===== config.mk =====
export PLATFORM = sky130hd
export DESIGN_NAME = rs_dispatch
export DESIGN_NICKNAME = d
export VERILOG_FILES = /design/src/rtl/rs_dispatch.sv
export SDC_FILE = /design/constraint.sdc
export NUM_CORES = 1
export LEC_CHECK = 0
export ABC_AREA = 1
export CAP_MARGIN = 20
export CORE_AREA = 2 2 162 164
export DETAILED_ROUTE_END_ITERATION = 8
export DIE_AREA = 0 0 164 166
export GPL_TIMING_DRIVEN = 0
export HOLD_SLACK_MARGIN = 0.02
export PLACE_DENSITY_LB_ADDON = 0.1
export SKIP_CTS_REPAIR_TIMING = 1
export SLEW_MARGIN = 20
export SYNTH_ARGS = -nofsm -noshare
export SYNTH_HDL_FRONTEND = slang
export SYNTH_SLANG_ARGS = --single-unit
export TNS_END_PERCENT = 20

===== constraint.sdc =====
create_clock -name clk -period 2.75 [get_ports clk]
set_input_delay 0.4125 -clock clk [delete_from_list [all_inputs] [get_ports clk]]
set_output_delay 0.4125 -clock clk [all_outputs]
set_load 0.02 [all_outputs]

===== src/rtl/rs_dispatch.sv =====
// Issue-side driver for the ALU reservation station: a single-entry holding
// register that snoops result broadcasts, pushes into a free slot and pops ready entries.
module rs_dispatch #(
  parameter int OP_W   = 6,
  parameter int IMM_W  = 32,
  parameter int ADDR_W = 32,
  parameter int DATA_W = 32,
  parameter int ROB_W  = 4,
  parameter int RS_W   = 4
) (
  input  logic              clk,
  input  logic              reset,
  input  logic              ready,
  input  logic              clear,
  input  logic              in_valid,
  output logic              in_ready,
  input  logic [OP_W-1:0]   in_op,
  input  logic [IMM_W-1:0]  in_imm,
  input  logic [ADDR_W-1:0] in_pc,
  input  logic [ROB_W-1:0]  in_robpos,
  input  logic [DATA_W-1:0] in_vj,
  input  logic [DATA_W-1:0] in_vk,
  input  logic              in_qj,
  input  logic              in_qk,
  input  logic              alu_in_flag,
  input  logic [DATA_W-1:0] alu_val,
  input  logic [ROB_W-1:0]  alu_robpos,
  input  logic              lsb_in_flag,
  input  logic [DATA_W-1:0] lsb_val,
  input  logic [ROB_W-1:0]  lsb_robpos,
  output logic              getpos,
  input  logic              rs_full,
  input  logic              rs_avail,
  input  logic [RS_W-1:0]   rs_avail_pos,
  output logic              push,
  output logic [RS_W-1:0]   push_pos,
  output logic [OP_W-1:0]   push_op,
  output logic [IMM_W-1:0]  push_imm,
  output logic [ADDR_W-1:0] push_pc,
  output logic [ROB_W-1:0]  push_robpos,
  output logic [DATA_W-1:0] push_vj,
  output logic              push_qj,
  output logic [DATA_W-1:0] push_vk,
  output logic              push_qk,
  input  logic              rs_ready,
  input  logic [RS_W-1:0]   rs_ready_pos,
  input  logic              alu_busy,
  output logic              front,
  output logic [RS_W-1:0]   front_pos,
  output logic [31:0]       stall_cnt
);

  // Resolve one operand against both broadcasts; ALU wins a simultaneous match.
  // Returns {q, v}.
  function automatic logic [DATA_W:0] snoop(
    input logic [DATA_W-1:0] v,
    input logic              q,
    input logic              a_flag,
    input logic [ROB_W-1:0]  a_pos,
    input logic [DATA_W-1:0] a_val,
    input logic              l_flag,
    input logic [ROB_W-1:0]  l_pos,
    input logic [DATA_W-1:0] l_val
  );
    logic [DATA_W:0] res;
    if (q && a_flag && (v[ROB_W-1:0] == a_pos)) begin
      res = {1'b0, a_val};
    end else if (q && l_flag && (v[ROB_W-1:0] == l_pos)) begin
      res = {1'b0, l_val};
    end else begin
      res = {q, v};
    end
    return res;
  endfunction

  logic              hold_valid_r;
  logic [OP_W-1:0]   op_r;
  logic [IMM_W-1:0]  imm_r;
  logic [ADDR_W-1:0] pc_r;
  logic [ROB_W-1:0]  robpos_r;
  logic [DATA_W-1:0] vj_r;
  logic              qj_r;
  logic [DATA_W-1:0] vk_r;
  logic              qk_r;
  logic [31:0]       stall_cnt_r;

  logic              en_s;
  logic              push_s;
  logic              in_ready_s;
  logic              capture_s;
  logic [DATA_W-1:0] src_vj_s;
  logic              src_qj_s;
  logic [DATA_W-1:0] src_vk_s;
  logic              src_qk_s;
  logic [DATA_W:0]   j_snp_s;
  logic [DATA_W:0]   k_snp_s;

  // Handshake decode; every strobe is forced low while reset is asserted.
  always_comb begin
    en_s       = reset & ready & ~clear;
    push_s     = en_s & hold_valid_r & rs_avail & ~rs_full;
    in_ready_s = en_s & (~hold_valid_r | push_s);
    capture_s  = in_valid & in_ready_s;
  end

  // Snoop either the incoming instruction or the held one, whichever will be kept.
  always_comb begin
    if (capture_s) begin
      src_vj_s = in_vj;
      src_qj_s = in_qj;
      src_vk_s = in_vk;
      src_qk_s = in_qk;
    end else begin
      src_vj_s = vj_r;
      src_qj_s = qj_r;
      src_vk_s = vk_r;
      src_qk_s = qk_r;
    end
    j_snp_s = snoop(src_vj_s, src_qj_s, alu_in_flag, alu_robpos, alu_val,
                    lsb_in_flag, lsb_robpos, lsb_val);
    k_snp_s = snoop(src_vk_s, src_qk_s, alu_in_flag, alu_robpos, alu_val,
                    lsb_in_flag, lsb_robpos, lsb_val);
  end

  // Holding register: capture, release on push, or refresh operands while waiting.
  always_ff @(posedge clk or negedge reset) begin
    if (!reset) begin
      hold_valid_r <= 1'b0;
      op_r         <= {OP_W{1'b0}};
      imm_r        <= {IMM_W{1'b0}};
      pc_r         <= {ADDR_W{1'b0}};
      robpos_r     <= {ROB_W{1'b0}};
      vj_r         <= {DATA_W{1'b0}};
      qj_r         <= 1'b0;
      vk_r         <= {DATA_W{1'b0}};
      qk_r         <= 1'b0;
    end else if (ready) begin
      if (clear) begin
        hold_valid_r <= 1'b0;
      end else if (capture_s) begin
        hold_valid_r <= 1'b1;
        op_r         <= in_op;
        imm_r        <= in_imm;
        pc_r         <= in_pc;
        robpos_r     <= in_robpos;
        vj_r         <= j_snp_s[DATA_W-1:0];
        qj_r         <= j_snp_s[DATA_W];
        vk_r         <= k_snp_s[DATA_W-1:0];
        qk_r         <= k_snp_s[DATA_W];
      end else if (push_s) begin
        // The RS snoops the pushed entry itself, so the stale copy is left alone.
        hold_valid_r <= 1'b0;
      end else if (hold_valid_r) begin
        vj_r <= j_snp_s[DATA_W-1:0];
        qj_r <= j_snp_s[DATA_W];
        vk_r <= k_snp_s[DATA_W-1:0];
        qk_r <= k_snp_s[DATA_W];
      end else begin
        hold_valid_r <= 1'b0;
      end
    end else begin
      hold_valid_r <= hold_valid_r;
    end
  end

  // Count enabled cycles in which a held instruction could not be pushed.
  always_ff @(posedge clk or negedge reset) begin
    if (!reset) begin
      stall_cnt_r <= 32'd0;
    end else if (en_s && hold_valid_r && !push_s) begin
      stall_cnt_r <= stall_cnt_r + 32'd1;
    end else begin
      stall_cnt_r <= stall_cnt_r;
    end
  end

  // Output drive; RS-facing fields come straight from the holding register.
  always_comb begin
    in_ready    = in_ready_s;
    getpos      = reset & hold_valid_r & ~clear;
    push        = push_s;
    push_pos    = rs_avail_pos;
    push_op     = op_r;
    push_imm    = imm_r;
    push_pc     = pc_r;
    push_robpos = robpos_r;
    push_vj     = vj_r;
    push_qj     = qj_r;
    push_vk     = vk_r;
    push_qk     = qk_r;
    front       = en_s & rs_ready & ~alu_busy;
    front_pos   = rs_ready_pos;
    stall_cnt   = stall_cnt_r;
  end

endmodule


# Yosys cells after proc, flatten, opt, wreduce, memory -nomap -nowiden
# Index checks and enable logic that the tools add are counted.
[word_totals]
register_bits = 173
input_bits = 231
out_inout_bits = 184
elab_cells = 70
[classes]
n_addsub = 1
eq_ne = 5
n_mux = 24
bitwise = 16
n_reduce_logical = 14
[ops]
columns = ["op", "count"]
rows = [
  ["2-to-1 mux 32 bit", 8],
  ["2-to-1 mux 33 bit", 4],
  ["adder 32 x 1 -> 32 bit, second input constant", 1],
  ["equality test 4 bit", 4],
  ["2-to-1 mux 1 bit", 12],
  ["bitwise AND 1 bit", 11],
  ["logical AND 1 bit", 10],
  ["NOT 1 bit", 4],
  ["AND reduction 4 bit", 1],
  ["AND reduction 3 bit", 1],
  ["inequality test 2 x 1 -> 1 bit, second input constant", 1],
  ["nonzero test 2 bit", 1],
  ["logical NOT 1 bit", 1],
  ["bitwise OR 1 bit", 1],
]

# Depth between registers and ports, before layout
# Gate-level depths: netlist (run 1).
[depth]
word_depth = 16
ltp_mapped = 17
ltp_nobuf = 15

# Least setup slack after synthesis (run 1)
# No wires, ideal clock.
[synth_timing]
path_kind = "input-to-reg"
startpoint = "input rs_full"
endpoint = "register vk_r[11], in the netlist push_vk[11]"
setup_time_ns = 0.116
t_arrival_ns = 2.124
t_required_ns = 2.634
setup_slack_ns = 0.510
stages = 15
n_path_buf = 3
path_cell_list = "inv_1 nand2_1 a21oi_4 buf_6 nand3_1 nand3_1 nand2_1 nor2_4 nand3_2 nand3_1 nand2_2 buf_6 buf_6 nand2_1 nand2_1"
[synth_between]
elab_chain_cells = 13
elab_cells_between_ends = 21
cone_classes = "eq/ne: 3; mux: 7; bitwise: 5; reduce/logical: 6"
[synth_lines]
columns = ["element", "line", "text"]
rows = [
  ["from (decl)", "32", "input logic rs_full,"],
  ["NOT 1 bit (*)", "101", "push_s = en_s & hold_valid_r & rs_avail & ~rs_full;"],
  ["bitwise AND 1 bit (*)", "101", ""],
  ["bitwise OR 1 bit (*)", "102", "in_ready_s = en_s & (~hold_valid_r | push_s);"],
  ["bitwise AND 1 bit (*)", "102", ""],
  ["named net in_ready", "16", "output logic in_ready,"],
  ["bitwise AND 1 bit (*)", "103", "capture_s = in_valid & in_ready_s;"],
  ["2-to-1 mux 32 bit or 2-to-1 mux 1 bit (tied branches)", "108", "if (capture_s) begin"],
  ["equality test 4 bit or logical AND 1 bit (tied branches)", "68", "end else if (q && l_flag && (v[ROB_W-1:0] == l_pos)) begin"],
  ["logical AND 1 bit", "68", ""],
  ["2-to-1 mux 33 bit", "68", ""],
  ["2-to-1 mux 33 bit", "66", "if (q && a_flag && (v[ROB_W-1:0] == a_pos)) begin"],
  ["2-to-1 mux 32 bit", "153", "end else if (hold_valid_r) begin"],
  ["2-to-1 mux 32 bit", "150", "end else if (push_s) begin"],
  ["2-to-1 mux 32 bit", "140", "end else if (capture_s) begin"],
  ["to (signal assigned)", "135", "vk_r <= {DATA_W{1'b0}};"],
  ["to (signal assigned)", "148", "vk_r <= k_snp_s[DATA_W-1:0];"],
  ["to (signal assigned)", "156", "vk_r <= k_snp_s[DATA_W-1:0];"],
  ["to (decl)", "83", "logic [DATA_W-1:0] vk_r;"],
]
# Mark *: on every way through the listed nets, which the timed path passes. The rest lies on a longest branch. The select of a mux whose other input is x is not followed.
# A chain may end at the register's enable or synchronous reset.

# Worst setup path in the final report (run 1)
[layout_timing]
startpoint = "input clear"
endpoint = "register vj_r[11], in the netlist push_vj[11]"
[layout_between]
elab_chain_cells = 16
elab_cells_between_ends = 24
cone_classes = "eq/ne: 3; mux: 7; bitwise: 8; reduce/logical: 6"
[layout_lines]
columns = ["element", "line", "text"]
rows = [
  ["from (decl)", "14", "input logic clear,"],
  ["NOT 1 bit (no line) (*)", "n/a", ""],
  ["bitwise AND 1 bit", "100", "en_s = reset & ready & ~clear;"],
  ["bitwise AND 1 bit (3 in series)", "101", ""],
  ["bitwise OR 1 bit", "102", ""],
  ["bitwise AND 1 bit", "102", ""],
  ["bitwise AND 1 bit", "103", ""],
  ["2-to-1 mux 32 bit or 2-to-1 mux 1 bit (tied branches)", "108", ""],
  ["equality test 4 bit or logical AND 1 bit (tied branches)", "68", ""],
  ["logical AND 1 bit", "68", ""],
  ["2-to-1 mux 33 bit", "68", ""],
  ["2-to-1 mux 33 bit", "66", ""],
  ["2-to-1 mux 32 bit", "153", ""],
  ["2-to-1 mux 32 bit", "150", ""],
  ["2-to-1 mux 32 bit", "140", ""],
  ["to (signal assigned)", "133", "vj_r <= {DATA_W{1'b0}};"],
  ["to (signal assigned)", "146", "vj_r <= j_snp_s[DATA_W-1:0];"],
  ["to (signal assigned)", "154", "vj_r <= j_snp_s[DATA_W-1:0];"],
  ["to (decl)", "81", "logic [DATA_W-1:0] vj_r;"],
]
# Mark *: on every way between the ends. The rest lies on a longest branch, timed or not. The select of a mux whose other input is x is not followed.

==> results of run 1 <==
## worst max-delay path, delay by kind of cell
kind | cells | cell delay [ns]
buffers and inverters | 5 | 1.08
AO/OA/AOI/OAI | 1 | 0.17
AND/OR/NAND/NOR | 10 | 1.28
## cells in the final DEF, fill, tap and decap left out, types with 6 or more instances in the layout
cell	instances
buf_1	7
buf_2	20
buf_4	17
buf_6	8
clkbuf_1	16
clkbuf_16	17
clkbuf_2	14
clkbuf_4	10
clkdlybuf4s50_1	403
dfrtp_1	173
inv_1	107
inv_8	6
nand2_1	594
nand3_1	170
nand4_1	96
nor2_1	78
nor3_1	10
o21ai_0	7
xnor2_1	14
xor2_1	17
## state kept, by name, summed over array words and instances (netlist names), 4 cells and up
name	count
push_imm	32
push_pc	32
push_vj	32
push_vk	32
stall_cnt	32
push_op	6
push_robpos	4
## final timing paths
| path | slack, ns | to | cells past startpoint |
|---|---|---|---|
| max | 0.12 | push_vj[11] | 16 |
| min | -0.16 | push_vj[3] | 1 |
| max reg2reg | 0.34 | push_vj[11] | 13 |
| min reg2reg | 0.48 | push_robpos[1] | 2 |
| max in group asynchronous | 2.07 | push_vk[17] | 2 |
| min in group clk | 0.36 | hold_valid_r | 2 |
## power groups by stage
stage | combinational [uW] | sequential [uW] | clock (uW)
after detailed placement | 2930 | 3120 | 0
after CTS | 2940 | 3070 | 2470
after global routing | 3250 | 3110 | 2580
after floorplan | 1020 | 3500 | 0
after global placement | 2900 | 3110 | 0
final | 3020 | 3070 | 2430
## cells by family after synthesis
logic type / synth area share
xor gates and xnor gates: 0.0275
buffers and inverters: 0.0903
and+or+nand+nor: 0.432
DFF: 0.439
adders and majority gates: 0.00127
AOI/OAI and AO/OA: 0.0100
## per-stage QoR
stage | worst slack, ns | std cells | cell area, um2
finish | 0.120 | 2180 | 15100
global route | -0.0226 | 2180 | 15100
CTS | -0.284 | 2174 | 15000
detailed placement | -0.742 | 2142 | 14400
global placement | -7.64 | 2141 | 14300
floorplan | 0.510 | 1401 | 9870
## area by class of cell
cell class / instances / area, um2
Clock inverter: 14 / 150
Inverter: 110 / 417
Antenna cell: 4 / 10.0
Multi-Input combinational cell: 1028 / 4690
Timing Repair Buffer: 408 / 4120
Sequential cell: 173 / 4330
Buffer: 90 / 538
Clock buffer: 18 / 429
Tap cell: 335 / 419
Fill cell: 2485 / 10500
## per-layer routing
metal  vias to the layer above  track usage
met3                        64       0.0637
met5                         -            0
met1                      5214        0.370
met2                       505        0.472
li1                       5337            -
met4                         0       0.0973
==> reports/results.ini, run 1 <==
[outcome]
status = finished, violations left
violations = negative hold slack

[routing]
ant_nets = 0
first_iter_violations = 933
firstDrtPassIters = 6
route.detailed.drc = 0
vias = 11100
wl_met1_um = 16000
dr_wl_met2_um = 18400
wl_per_cell_um = 18.0
wl_um = 39200
vias_per_cell = 5.10
highest_layer = met4
wl_met3_um = 3730

[global_routing]
grt_overflow = 0
grt_first_pass_wirelength_um = 60200
grt_max_degree = 92
grt_pass1_vias = 10800
grt_usage = 0.286
antenna_found_initial = 4

[synthesis]
synth_area_per_cell_um2 = 7.04
seq_area_frac_synth = 0.439
synth_most_common_cell = nand2_1
synth_enable_flop_cells = 0
netlist_area_mm2 = 0.00987
synth_nets = 1633
synth_top_area_share = 0.439
synth-seq-cells = 173
ys.flop_type = dfrtp_1
ys_types = 31
synthCells = 1401
async_flop_share = 1.00
yosys.area.top_type = dfrtp_1
netlist_top_cells_count = nand2_1, dfrtp_1, nand3_1
synthTopCellsByArea = dfrtp_1, nand2_1, nand3_1, nand4_1, inv_1
yosys_warnings = 0

[floorplanning]
die-area_mm2 = 0.0272
design.core.area_mm2 = 0.0256
die_width_um = 164
die_h_um = 166
boundaryPins = 415
start_util = 0.385
rows = 59

[pwr]
leakage_uw = 0.00762
vdd_drop_max_v = 0.000324
power_density_mw_per_mm2 = 564
swShare = 0.371
pwr-share-clk = 0.286
cellInternalPower_uw = 5370
combPwrFrac = 0.354
finalPower_uw = 8530
pwr-share-seq = 0.360
p_sw_uw = 3160

[setup_path]
cp.arrival_ns = 2.96
cp_slowest_cell = clkdlybuf4s50_1
cp-end-kind = register
critical_path_class = primary input to register
cp.required_ns = 3.08
slowest_delay_ns = 0.43
r2r-start = hold_valid_r
path_cells = clkdlybuf4s50_1, inv_1, nand3_2, a21oi_4, buf_12, buf_6, nand3_1, nand3_1, nand2_1, nor2_2, nand3_2, buf_2, nand3_1, nand3_1, nand2_1, nand2_1
critPathLaunch = clear
cp_common_cell = nand3_1
cp-start-kind = primary input
critPathMaxFanout = 10

[sta]
max_clock_freq_ghz = 0.380
rsz0062_at_grt = yes
relSlewSlack = 0.574
worstMarginPinSlew_ns = 0.639
worst_hold_slack_ns = -0.156
fin_crit_ns = 2.63
setup_violations = 0
skew_ns = 0.0161
tns_ns = 0
hold_viol_final = 82
period_share = 0.956
maxSlewViolCount = 0

[finish]
fin_nets = 2060
layout-drive-gt1-share = 0.0706
finalCoreUtilization = 0.590
area_growth_pct = 53.1

[place]
port_buffers = 405
hpwl_um = 30400
routabilityCongestion = 0.961

[clock_tree]
cts.sinks = 173
clock_path_buffers = 2
cts_tree = yes
cts_made_buffers = 17
htreeDepth = 4
clock-root-buffer = clkbuf_16
clk_latency_ns = 0.44
cts.reportedPaths.clkPinSlew_ns = 0.08

[min_path]
hold_path_class = primary input to asynchronous set/reset pin

[run]
drv_cap = 0

No activity file was read; power rests on OpenSTA's default activity.
==> run 2: changes to the inputs <==
--- a/config.mk
+++ b/config.mk
@@ -6,6 +6,7 @@
 export NUM_CORES = 1
 export LEC_CHECK = 0
 export ABC_AREA = 1
+export ABC_CLOCK_PERIOD_IN_PS = 2750
 export CAP_MARGIN = 20
 export CORE_AREA = 2 2 162 164
 export DETAILED_ROUTE_END_ITERATION = 8
==> results of run 2 <==
The final DEF is identical to that of run 1; final timing and power are the same.
